===== src/rtl/chip_frame_rx_pkg.sv =====
// Shared types and constants for the chip frame receiver: parser states, sync byte default and
// FIFO entry layout.
package chip_frame_rx_pkg;

    typedef enum logic [2:0] {
        StHunt    = 3'd0,
        StAlign   = 3'd1,
        StIdle    = 3'd2,
        StPayload = 3'd3,
        StDrop    = 3'd4
    } rx_state_e;

    localparam logic [7:0] DEFAULT_SYNC_BYTE = 8'hBC;

    localparam int unsigned DATA_W  = 8;
    localparam int unsigned FLAG_W  = 2;
    localparam int unsigned ENTRY_W = DATA_W + FLAG_W;

    typedef struct packed {
        logic              first;
        logic              last;
        logic [DATA_W-1:0] data;
    } entry_t;

endpackage


===== src/rtl/frame_byte_fifo.sv =====
// Show-ahead synchronous FIFO with flush; head entry is read combinationally from storage and
// forced to zero while empty.
module frame_byte_fifo #(
    parameter int unsigned DEPTH = 32,
    parameter int unsigned WIDTH = 10
) (
    input  logic                     clock,
    input  logic                     reset,
    input  logic                     flush,
    input  logic                     push,
    input  logic [WIDTH-1:0]         push_data,
    input  logic                     pop,
    output logic [WIDTH-1:0]         pop_data,
    output logic                     full,
    output logic                     empty,
    output logic [$clog2(DEPTH):0]   free_count
);

    localparam int unsigned AW = $clog2(DEPTH);

    logic [WIDTH-1:0] mem [DEPTH];
    logic [AW-1:0]    wr_ptr_q, rd_ptr_q;
    logic [AW:0]      count_q, count_d;
    logic             do_push, do_pop;

    assign empty      = (count_q == '0);
    assign full       = (count_q == (AW+1)'(DEPTH));
    assign free_count = (AW+1)'(DEPTH) - count_q;
    assign do_pop     = pop && !empty;
    // A pop in the same cycle frees the slot a push into a full FIFO needs.
    assign do_push    = push && (!full || do_pop);
    assign pop_data   = empty ? '0 : mem[rd_ptr_q];

    always_comb begin
        count_d = count_q;
        case ({do_push, do_pop})
            2'b10:   count_d = count_q + (AW+1)'(1);
            2'b01:   count_d = count_q - (AW+1)'(1);
            default: count_d = count_q;
        endcase
    end

    always_ff @(posedge clock or negedge reset) begin
        if (!reset) begin
            wr_ptr_q <= '0;
            rd_ptr_q <= '0;
            count_q  <= '0;
        end else if (flush) begin
            wr_ptr_q <= '0;
            rd_ptr_q <= '0;
            count_q  <= '0;
        end else begin
            if (do_push) wr_ptr_q <= wr_ptr_q + AW'(1);
            if (do_pop)  rd_ptr_q <= rd_ptr_q + AW'(1);
            count_q <= count_d;
        end
    end

    always_ff @(posedge clock) begin
        if (do_push && !flush) mem[wr_ptr_q] <= push_data;
    end

endmodule


===== src/rtl/chip_frame_receiver.sv =====
// Serial frame receiver: aligns to the sync byte, parses length-prefixed frames into a FIFO.
// Optional live frame counters under CHIP_FRAME_RX_STATS_EN.
module chip_frame_receiver
    import chip_frame_rx_pkg::*;
#(
    parameter logic [7:0]  SYNC_BYTE  = DEFAULT_SYNC_BYTE,
    parameter int unsigned MAX_LEN    = 16,
    parameter int unsigned FIFO_DEPTH = 32,
    parameter int unsigned LOCK_COUNT = 4
) (
    input  logic        clock,
    input  logic        reset,
    input  logic        din,
    input  logic        din_en,
    input  logic        flush,
    output logic [7:0]  out_data,
    output logic        out_first,
    output logic        out_last,
    output logic        out_valid,
    input  logic        out_ready,
    output logic        locked,
    output logic [15:0] frames_ok,
    output logic [15:0] frames_dropped
);

    localparam int unsigned CW = $clog2(FIFO_DEPTH) + 1;

    rx_state_e    state_q, state_d;
    logic [7:0]   shift_q, shift_d;
    logic [2:0]   bit_cnt_q, bit_cnt_d;
    logic [7:0]   sync_cnt_q, sync_cnt_d;
    logic [7:0]   remaining_q, remaining_d;
    logic         first_q, first_d;
    logic         locked_q, locked_d;
    logic         byte_done, hdr_bad, hdr_fits;
    logic         push, fifo_full, fifo_empty;
    entry_t       push_entry, head;
    logic [CW-1:0] free_count;

    assign shift_d   = din_en ? {shift_q[6:0], din} : shift_q;
    assign byte_done = din_en && (bit_cnt_q == 3'd7);
    assign hdr_bad   = (shift_d == 8'd0) || (shift_d > 8'(MAX_LEN));
    // Admission sees only the current free count; a same-cycle pop is not credited.
    assign hdr_fits  = 16'(free_count) >= 16'(shift_d);

    always_comb begin
        state_d     = state_q;
        bit_cnt_d   = din_en ? bit_cnt_q + 3'd1 : bit_cnt_q;
        sync_cnt_d  = sync_cnt_q;
        remaining_d = remaining_q;
        first_d     = first_q;
        locked_d    = locked_q;
        push        = 1'b0;
        push_entry  = '0;
        unique case (state_q)
            StHunt: begin
                if (din_en && shift_d == SYNC_BYTE) begin
                    bit_cnt_d  = 3'd0;
                    sync_cnt_d = 8'd1;
                    state_d    = StAlign;
                end
            end
            StAlign: begin
                if (byte_done) begin
                    if (shift_d == SYNC_BYTE) begin
                        sync_cnt_d = sync_cnt_q + 8'd1;
                        if (sync_cnt_q + 8'd1 == 8'(LOCK_COUNT)) begin
                            state_d  = StIdle;
                            locked_d = 1'b1;
                        end
                    end else begin
                        sync_cnt_d = 8'd0;
                        state_d    = StHunt;
                    end
                end
            end
            StIdle: begin
                if (byte_done && shift_d != SYNC_BYTE) begin
                    remaining_d = shift_d;
                    if (hdr_bad) begin
                        state_d    = StHunt;
                        locked_d   = 1'b0;
                        sync_cnt_d = 8'd0;
                    end else if (hdr_fits) begin
                        state_d = StPayload;
                        first_d = 1'b1;
                    end else begin
                        state_d = StDrop;
                    end
                end
            end
            StPayload: begin
                if (byte_done) begin
                    push        = !fifo_full;
                    push_entry  = '{first: first_q, last: (remaining_q == 8'd1), data: shift_d};
                    first_d     = 1'b0;
                    remaining_d = remaining_q - 8'd1;
                    if (remaining_q == 8'd1) state_d = StIdle;
                end
            end
            StDrop: begin
                if (byte_done) begin
                    remaining_d = remaining_q - 8'd1;
                    if (remaining_q == 8'd1) state_d = StIdle;
                end
            end
            default: state_d = StHunt;
        endcase
        if (flush) begin
            state_d    = StHunt;
            locked_d   = 1'b0;
            sync_cnt_d = 8'd0;
            bit_cnt_d  = 3'd0;
            push       = 1'b0;
        end
    end

    always_ff @(posedge clock or negedge reset) begin
        if (!reset) begin
            state_q     <= StHunt;
            shift_q     <= '0;
            bit_cnt_q   <= '0;
            sync_cnt_q  <= '0;
            remaining_q <= '0;
            first_q     <= 1'b0;
            locked_q    <= 1'b0;
        end else begin
            state_q     <= state_d;
            shift_q     <= shift_d;
            bit_cnt_q   <= bit_cnt_d;
            sync_cnt_q  <= sync_cnt_d;
            remaining_q <= remaining_d;
            first_q     <= first_d;
            locked_q    <= locked_d;
        end
    end

    frame_byte_fifo #(
        .DEPTH (FIFO_DEPTH),
        .WIDTH (ENTRY_W)
    ) u_fifo (
        .clock      (clock),
        .reset      (reset),
        .flush      (flush),
        .push       (push),
        .push_data  (push_entry),
        .pop        (out_ready),
        .pop_data   (head),
        .full       (fifo_full),
        .empty      (fifo_empty),
        .free_count (free_count)
    );

    assign out_valid = !fifo_empty;
    assign out_data  = head.data;
    assign out_first = head.first;
    assign out_last  = head.last;
    assign locked    = locked_q;

`ifdef CHIP_FRAME_RX_STATS_EN
    logic        ok_inc, drop_inc;
    logic [15:0] ok_q, drop_q;

    assign ok_inc   = !flush && byte_done && state_q == StPayload && remaining_q == 8'd1;
    assign drop_inc = !flush && byte_done && state_q == StIdle && shift_d != SYNC_BYTE
                      && !hdr_bad && !hdr_fits;

    always_ff @(posedge clock or negedge reset) begin
        if (!reset) begin
            ok_q   <= '0;
            drop_q <= '0;
        end else begin
            if (ok_inc && ok_q != 16'hFFFF)     ok_q   <= ok_q + 16'd1;
            if (drop_inc && drop_q != 16'hFFFF) drop_q <= drop_q + 16'd1;
        end
    end

    assign frames_ok      = ok_q;
    assign frames_dropped = drop_q;
`else
    assign frames_ok      = 16'h0;
    assign frames_dropped = 16'h0;
`endif

endmodule

===== config.mk =====
export PLATFORM = sky130hd
export DESIGN_NAME = chip_frame_receiver
export DESIGN_NICKNAME = d
export VERILOG_FILES = /design/src/rtl/chip_frame_rx_pkg.sv /design/src/rtl/frame_byte_fifo.sv /design/src/rtl/chip_frame_receiver.sv
export SDC_FILE = /design/constraint.sdc
export NUM_CORES = 1
export LEC_CHECK = 0
export BUFFER_PORTS_ARGS = -buffer_cell sky130_fd_sc_hd__buf_4
export CORE_ASPECT_RATIO = 0.9
export CORE_MARGIN = 3
export CORE_UTILIZATION = 62
export CTS_CLUSTER_DIAMETER = 80
export CTS_CLUSTER_SIZE = 20
export DETAILED_ROUTE_END_ITERATION = 8
export GPL_ROUTABILITY_DRIVEN = 0
export PLACE_DENSITY = 0.89
export SLEW_MARGIN = 10
export SYNTH_ARGS = -nofsm -noshare
export SYNTH_HDL_FRONTEND = slang
export SYNTH_SLANG_ARGS = --single-unit
export TNS_END_PERCENT = 10

===== constraint.sdc =====
create_clock -name clock -period 4.8 [get_ports clock]
set_input_delay 0.72 -clock clock [delete_from_list [all_inputs] [get_ports clock]]
set_output_delay 0.72 -clock clock [all_outputs]
set_load 0.005 [all_outputs]

# Word-level counts from Yosys, hierarchy flattened

Memory sizes are Yosys's and may differ from the RTL's.
Index checks and enable logic that the tools add are counted.

Register bits: 48
Memory bits (writable): 320
Input port bits: 6
Output and inout port bits: 44
Logic and storage cells: 126
Memories kept: 1

Memories:

| memory     | words | bits a word | rd ports | clocked after memory_dff | write ports | RTL line              | RTL |
|---|---|---|---|---|---|---|---|
| u_fifo.mem | 32    | 10          | 1        | 0                        | 1           | frame_byte_fifo.sv:21 | `logic [WIDTH-1:0] mem [DEPTH];` |

$add $sub $neg: 8
$lt $le $gt $ge: 2
Equality and inequality tests: 26
Muxes and demuxes: 52
Reduce and logical (&&, ||, !) cells: 27

Operators by type and width:

| cell                                                           | count |
|---|---|
| two-way mux 8 bit                                              | 9 |
| two-way mux 3 bit                                              | 14 |
| two-way mux 10 bit                                             | 3 |
| one-hot mux 8 bit (3 select lines)                             | 1 |
| two-way mux 5 bit                                              | 4 |
| inequality test 3 bit (second input constant)                  | 6 |
| one-hot mux 8 bit (2 select lines)                             | 1 |
| two-way mux 1 bit                                              | 15 |
| one-hot mux 3 bit (4 select lines)                             | 1 |
| one-hot mux 6 bit (2 select lines)                             | 1 |
| AND reduction 6 bit                                            | 2 |
| adder 5 x 1 -> 5 bit (second input constant)                   | 2 |
| AND reduction 5 bit                                            | 2 |
| adder 8 x 1 -> 8 bit (second input constant)                   | 1 |
| == test 8 x 1 -> 1 bit (second input constant)                 | 1 |
| == test 8 x 3 -> 1 bit (second input constant)                 | 1 |
| == test 8 bit (second input constant)                          | 1 |
| greater-or-equal comparator 6 x 8 -> 1 bit                     | 1 |
| greater-than comparator 8 x 5 -> 1 bit (second input constant) | 1 |
| logical NOT 8 bit                                              | 1 |
| inequality test 2 bit (second input constant)                  | 4 |
| inequality test 8 bit (second input constant)                  | 1 |
| nonzero test 2 bit                                             | 4 |
| subtractor 8 x 1 -> 8 bit (second input constant)              | 1 |
| other kinds (24)                                               | 37 |

# Longest topological paths before layout

Word-level depth: 9
Gate-level depth with buffers: 13
Gate-level depth less buffers: 13

# Cells and area by module

Synthesis repeated with hierarchy kept, for this count alone.

Cell total of the unflattened synthesis: 1005
Area, all modules: 16180.5 um2

By module, submodules not included:

| module              | instances | cells each | area each (um2) | sequential area each (um2) |
|---|---|---|---|---|
| frame_byte_fifo     | 1         | 716        | 13680.6         | 10009.6 |
| chip_frame_receiver | 1         | 289        | 2499.9          | 800.8 |

# Worst setup path before layout

No wires, ideal clock.

Kind: input -> register
From: input port din_en
To: memory u_fifo.mem[0][8], data pin
Setup time: 0.566 ns
Arrival time: 3.554 ns
Data required time: 4.234 ns
Setup slack: 0.680 ns
Stages on the path: 6
Buffers on the path: 3
Cells stage by stage: buf_2 > buf_2 > and2_1 > nand3_1 > clkbuf_1 > nor4b_1

RTL lines:

| item               | RTL line                  | RTL |
|---|---|---|
| start: declaration | chip_frame_receiver.sv:14 | `input logic din_en,` |
| end: declaration   | frame_byte_fifo.sv:21     |  |

# Worst setup path in the final report

From: register u_fifo.rd_ptr_q[0]
To: output port out_data[6]

Word-level cells in the longest chain between the ends: 2

Ends and longest elaborated chain:

| item                      | RTL line                  | RTL |
|---|---|---|
| start: declaration        | frame_byte_fifo.sv:22     | `logic [AW-1:0] wr_ptr_q, rd_ptr_q;` |
| start signal: assignment  | frame_byte_fifo.sv:54     | `if (do_pop) rd_ptr_q <= rd_ptr_q + AW'(1);` |
| memory read (32 x 10 bit) | -                         |  |
| two-way mux 10 bit        | frame_byte_fifo.sv:32     | `assign pop_data = empty ? '0 : mem[rd_ptr_q];` |
| end: declaration          | chip_frame_receiver.sv:16 | `output logic [7:0] out_data,` |

Every way passes these cells.

==> impl_summary.log <==
INFO  metric fraction_of_synthesized_cell_area_taken_by_the_top_area_cell_type = between 60 and 70%
INFO  metric drt_iter0_markers = 1,167
INFO  metric r2r.worst_path.cells = 12
INFO  metric seqCellArea = 10,800 sq um
INFO  metric hold_viol_final = 0
INFO  metric clock_latency = ~550 ps
INFO  metric synth_area_leaders = sky130_fd_sc_hd__edfxtp_1 (61%), sky130_fd_sc_hd__mux4_2 (14%), sky130_fd_sc_hd__dfrtp_1 (7.7%), sky130_fd_sc_hd__nor2_1 (2.1%), sky130_fd_sc_hd__ha_1 (1.6%)
INFO  metric final_nets = ~960
INFO  metric critical_path_depth = 6
INFO  metric reg2reg_from = u_fifo.count_q[1]$_DFFE_PN0P_
INFO  metric antenna_cells = 0
INFO  metric critical_path.top_delay_family = multiplexers
INFO  metric worst_setup_hold_path_clk_slew = 90 ps
INFO  metric placedInstanceArea = around 16,000 sq um
INFO  metric synth_seq_cells = 368
INFO  metric relSlewSlack = 13.1%
INFO  metric die_x = roughly 170 microns
INFO  metric critical_path.endpoint_type = output port
INFO  metric post_cts.repair.setup_buffers = 0
INFO  metric max_cap_violations = 0
INFO  metric regToRegEndpoint = u_fifo.count_q[4]$_DFFE_PN0P_
INFO  metric syn_avg_cell_area = ~17 sq um
INFO  metric largest_net_degree_at_the_start_of_global_routing = 49
INFO  metric io_buffer_count = 17
INFO  metric die_h = 157 microns
INFO  metric run_status = completed
INFO  metric report.final.setup_viol = 0
INFO  metric wl = 36.4 mm
INFO  metric number_of_global_route_vias_before_repair = 8,379
INFO  metric slew_viol_final = 0
INFO  metric ant_nets = 0
INFO  metric timing.critical_path.arrival = around 3500 ps
INFO  metric post_drt_via_cell_ratio = about 6.7
INFO  metric multi_input_area = roughly 4500 sq um
INFO  metric clock-root-buffer = sky130_fd_sc_hd__clkbuf_16
INFO  metric gr-usage-all-layers = 27.2%
INFO  metric cts_repair_resize_count = 0
INFO  metric critical_path_required = 4080 ps
INFO  metric detail_route.first_pass.iterations = 5
INFO  metric post-route-period-util = 87.0%
INFO  metric globalRouteMet2Util = approximately 45%
INFO  metric setup_repair_after_global_routing_missed_its_margin = false
INFO  metric global_route.peak_usage_layer = met2
INFO  metric synth_enable_flop_cells = 320
INFO  metric syn_area = 15,700 sq um
INFO  metric top_level_ports = 50
INFO  metric worst_hold_path_type = in2async
INFO  metric drc_errors = 0
INFO  metric launch_point_of_the_critical_path = u_fifo.rd_ptr_q[0]$_DFFE_PN0P_
INFO  metric path_cells = buf_4, mux4_2, mux4_2, mux2i_1, nor2_1, buf_4
INFO  metric rows = 54
INFO  metric clock.fmax = 239 MHz
INFO  metric cts-root-to-sink-buffers = 3
INFO  metric tightest_slew = 1300 ps
INFO  metric leakage_power = 5.71 nW
INFO  metric initial_antenna_violation_count = 0
INFO  metric clock_skew = 28.3 ps
INFO  metric cts_sinks = 368
INFO  metric design.die.area = ~27,000 sq um
INFO  metric fp.coreArea = roughly 25,000 sq um
INFO  metric finalWorstPathRequiredPeriod = 4180 ps
INFO  metric place_worst_setup_slack = between 1000 and 1500 ps
INFO  metric tritoncts = done
INFO  metric grt.met1_usage = 38.5%
INFO  metric final_layout_size_suffix_gt1_share = a little over a fifth
INFO  metric critical_path.max_fanout = 30
INFO  metric setup_slack_of_the_most_critical_reg_to_reg_path = 1300 ps
INFO  metric setup.worst_path.class = reg2out
INFO  metric final.setup.tns = 0 ps
INFO  metric num_vias = 8,598
INFO  metric grt_overflow_total = 0
INFO  metric critical_path_buf_inv_count = 2
INFO  metric maximum_resistive_drop_on_vdd = 0.000503 V
INFO  metric slowest_delay = ~830 ps
INFO  metric ys_seq_area_share = 68.9%
INFO  metric power_density = a little under 400 nW/um^2
INFO  metric setup_slack = 622 ps
INFO  metric grt_pass1_wl = 55.2 mm
INFO  metric synth_common_cells = sky130_fd_sc_hd__edfxtp_1 (320), sky130_fd_sc_hd__mux4_2 (100), sky130_fd_sc_hd__nor2_1 (87)
INFO  metric synth_cells = 905
INFO  metric synth.distinct_cells = 56
INFO  metric timing.critical_path.to = out_data[6]
INFO  metric critPathLaunchType = register
INFO  metric layout.filler_cells = 1,480
INFO  metric htree_levels = 1
INFO  metric starting_density_of_the_core = 63.8%
INFO  metric ys.warnings.count = 0
INFO  metric slowest_stage = sky130_fd_sc_hd__dfrtp_4
INFO  metric synth.most_common_cell = sky130_fd_sc_hd__edfxtp_1
INFO  metric cts_made_buffers = 23
INFO  metric growth_of_design_area_from_synthesis_to_finish = 7.82%
INFO  metric avgRoutedWirePerCell = 28.3 microns
INFO  metric final_design_area_no_fill = 16,900 sq um
INFO  metric ys_dominant_reg_cell = sky130_fd_sc_hd__edfxtp_1
INFO  metric yosysTopAreaCell = sky130_fd_sc_hd__edfxtp_1
INFO  metric cts_hold_buf = 0
INFO  metric detailed_place_hpwl = about 22 mm
INFO  metric asyncSetResetFlopFracSynth = 13.0%
INFO  metric grt_util_met3 = 5.33%
[through the flow]
step / total power [mW] / std cells / utilization (%) / hold WS (ps)
finish: 6.63 / 1285 / 68.8 / 193
global placement: 4.67 / 1243 / 65.9 / 469
detailed placement: 4.71 / 1243 / 65.9 / 476
CTS: 6.65 / 1285 / 68.8 / 198
floorplan: 4.45 / 936 / - / 424
global route: 6.88 / 1285 / 68.8 / 216
[cell families after synthesis]
kind of cell               share of synthesized area [%]
DFF                                                 68.9
other                                             0.0239
muxes                                               15.6
and+or+nand+nor                                     5.91
xor gates and xnor gates                           0.949
buffers and inverters                               3.21
AOI/OAI and AO/OA                                   3.78
adders and majority gates                           1.59
[state kept, by name, summed over array words and instances, names as in the netlist]
register	cells
bit_cnt_q	3
first_q	1
locked	1
remaining_q	8
shift_q	8
state_q	3
sync_cnt_q	8
u_fifo.count_q	6
u_fifo.mem	320
u_fifo.rd_ptr_q	5
u_fifo.wr_ptr_q	5
[cells in the final DEF, fill, tap and decap left out, drive strengths merged, types with 8 or more instances in the layout]
cell and count:
dfrtp 48, nor3 13, inv 25, nand2 28, mux2i 18, ha 20, conb 32, o31ai 8
o21ai 26, xnor2 8, a21oi 12, edfxtp 320, mux4 100, clkbuf 39, xor2 9, nor2 87
buf 48, nand3 15
[how the worst min path moves through the flow]
stage / slack (ps) / endpoint / cells after the start
CTS: 200 / state_q[1]$_DFFE_PN0P_ / 1
global route: 220 / state_q[1]$_DFFE_PN0P_ / 1
floorplan: 420 / bit_cnt_q[0]$_DFF_PN0_ / 0
finish: 190 / sync_cnt_q[5]$_DFFE_PN0P_ / 1
detailed placement: 480 / sync_cnt_q[7]$_DFFE_PN0P_ / 1
global placement: 470 / sync_cnt_q[7]$_DFFE_PN0P_ / 1
[worst register-to-register path: stages, from the launching register on]
cell and delay (ps):
sky130_fd_sc_hd__dfrtp_1 390, sky130_fd_sc_hd__inv_1 160, sky130_fd_sc_hd__ha_1 220, sky130_fd_sc_hd__or3b_2 480, sky130_fd_sc_hd__o31ai_2 580, sky130_fd_sc_hd__nor2_1 250
sky130_fd_sc_hd__xnor2_1 180, sky130_fd_sc_hd__ha_1 220, sky130_fd_sc_hd__or3_1 400, sky130_fd_sc_hd__a31oi_1 210, sky130_fd_sc_hd__xnor2_1 140, sky130_fd_sc_hd__a21oi_1 80
sky130_fd_sc_hd__nor2_1 110
[power breakdown]
group / leakage (nW) / switching (mW) / total [mW] / internal (mW)
registers: 3.71 / 0.153 / 3.63 / 3.48
clock network: 0.329 / 1.03 / 1.97 / 0.935
logic: 1.67 / 0.574 / 1.03 / 0.458
[final cells by class]
type                    instances  share of cell area (%)
multi-input cells             469                    26.8
clock buffers                  39                    3.76
clock inverters                 3                   0.333
well taps                     336                    2.48
inverters                      22                   0.488
repair buffers                 48                    2.20
flip-flops and latches        368                    63.9
[metal layers]
metal | wire, microns | up-vias
li1 | - | 3551
met4 | 949 | 0
met1 | 13500 | 4405
met3 | 3890 | 81
met2 | 18000 | 561
met5 | 0 | -
Power figures use the tool's default switching activity.
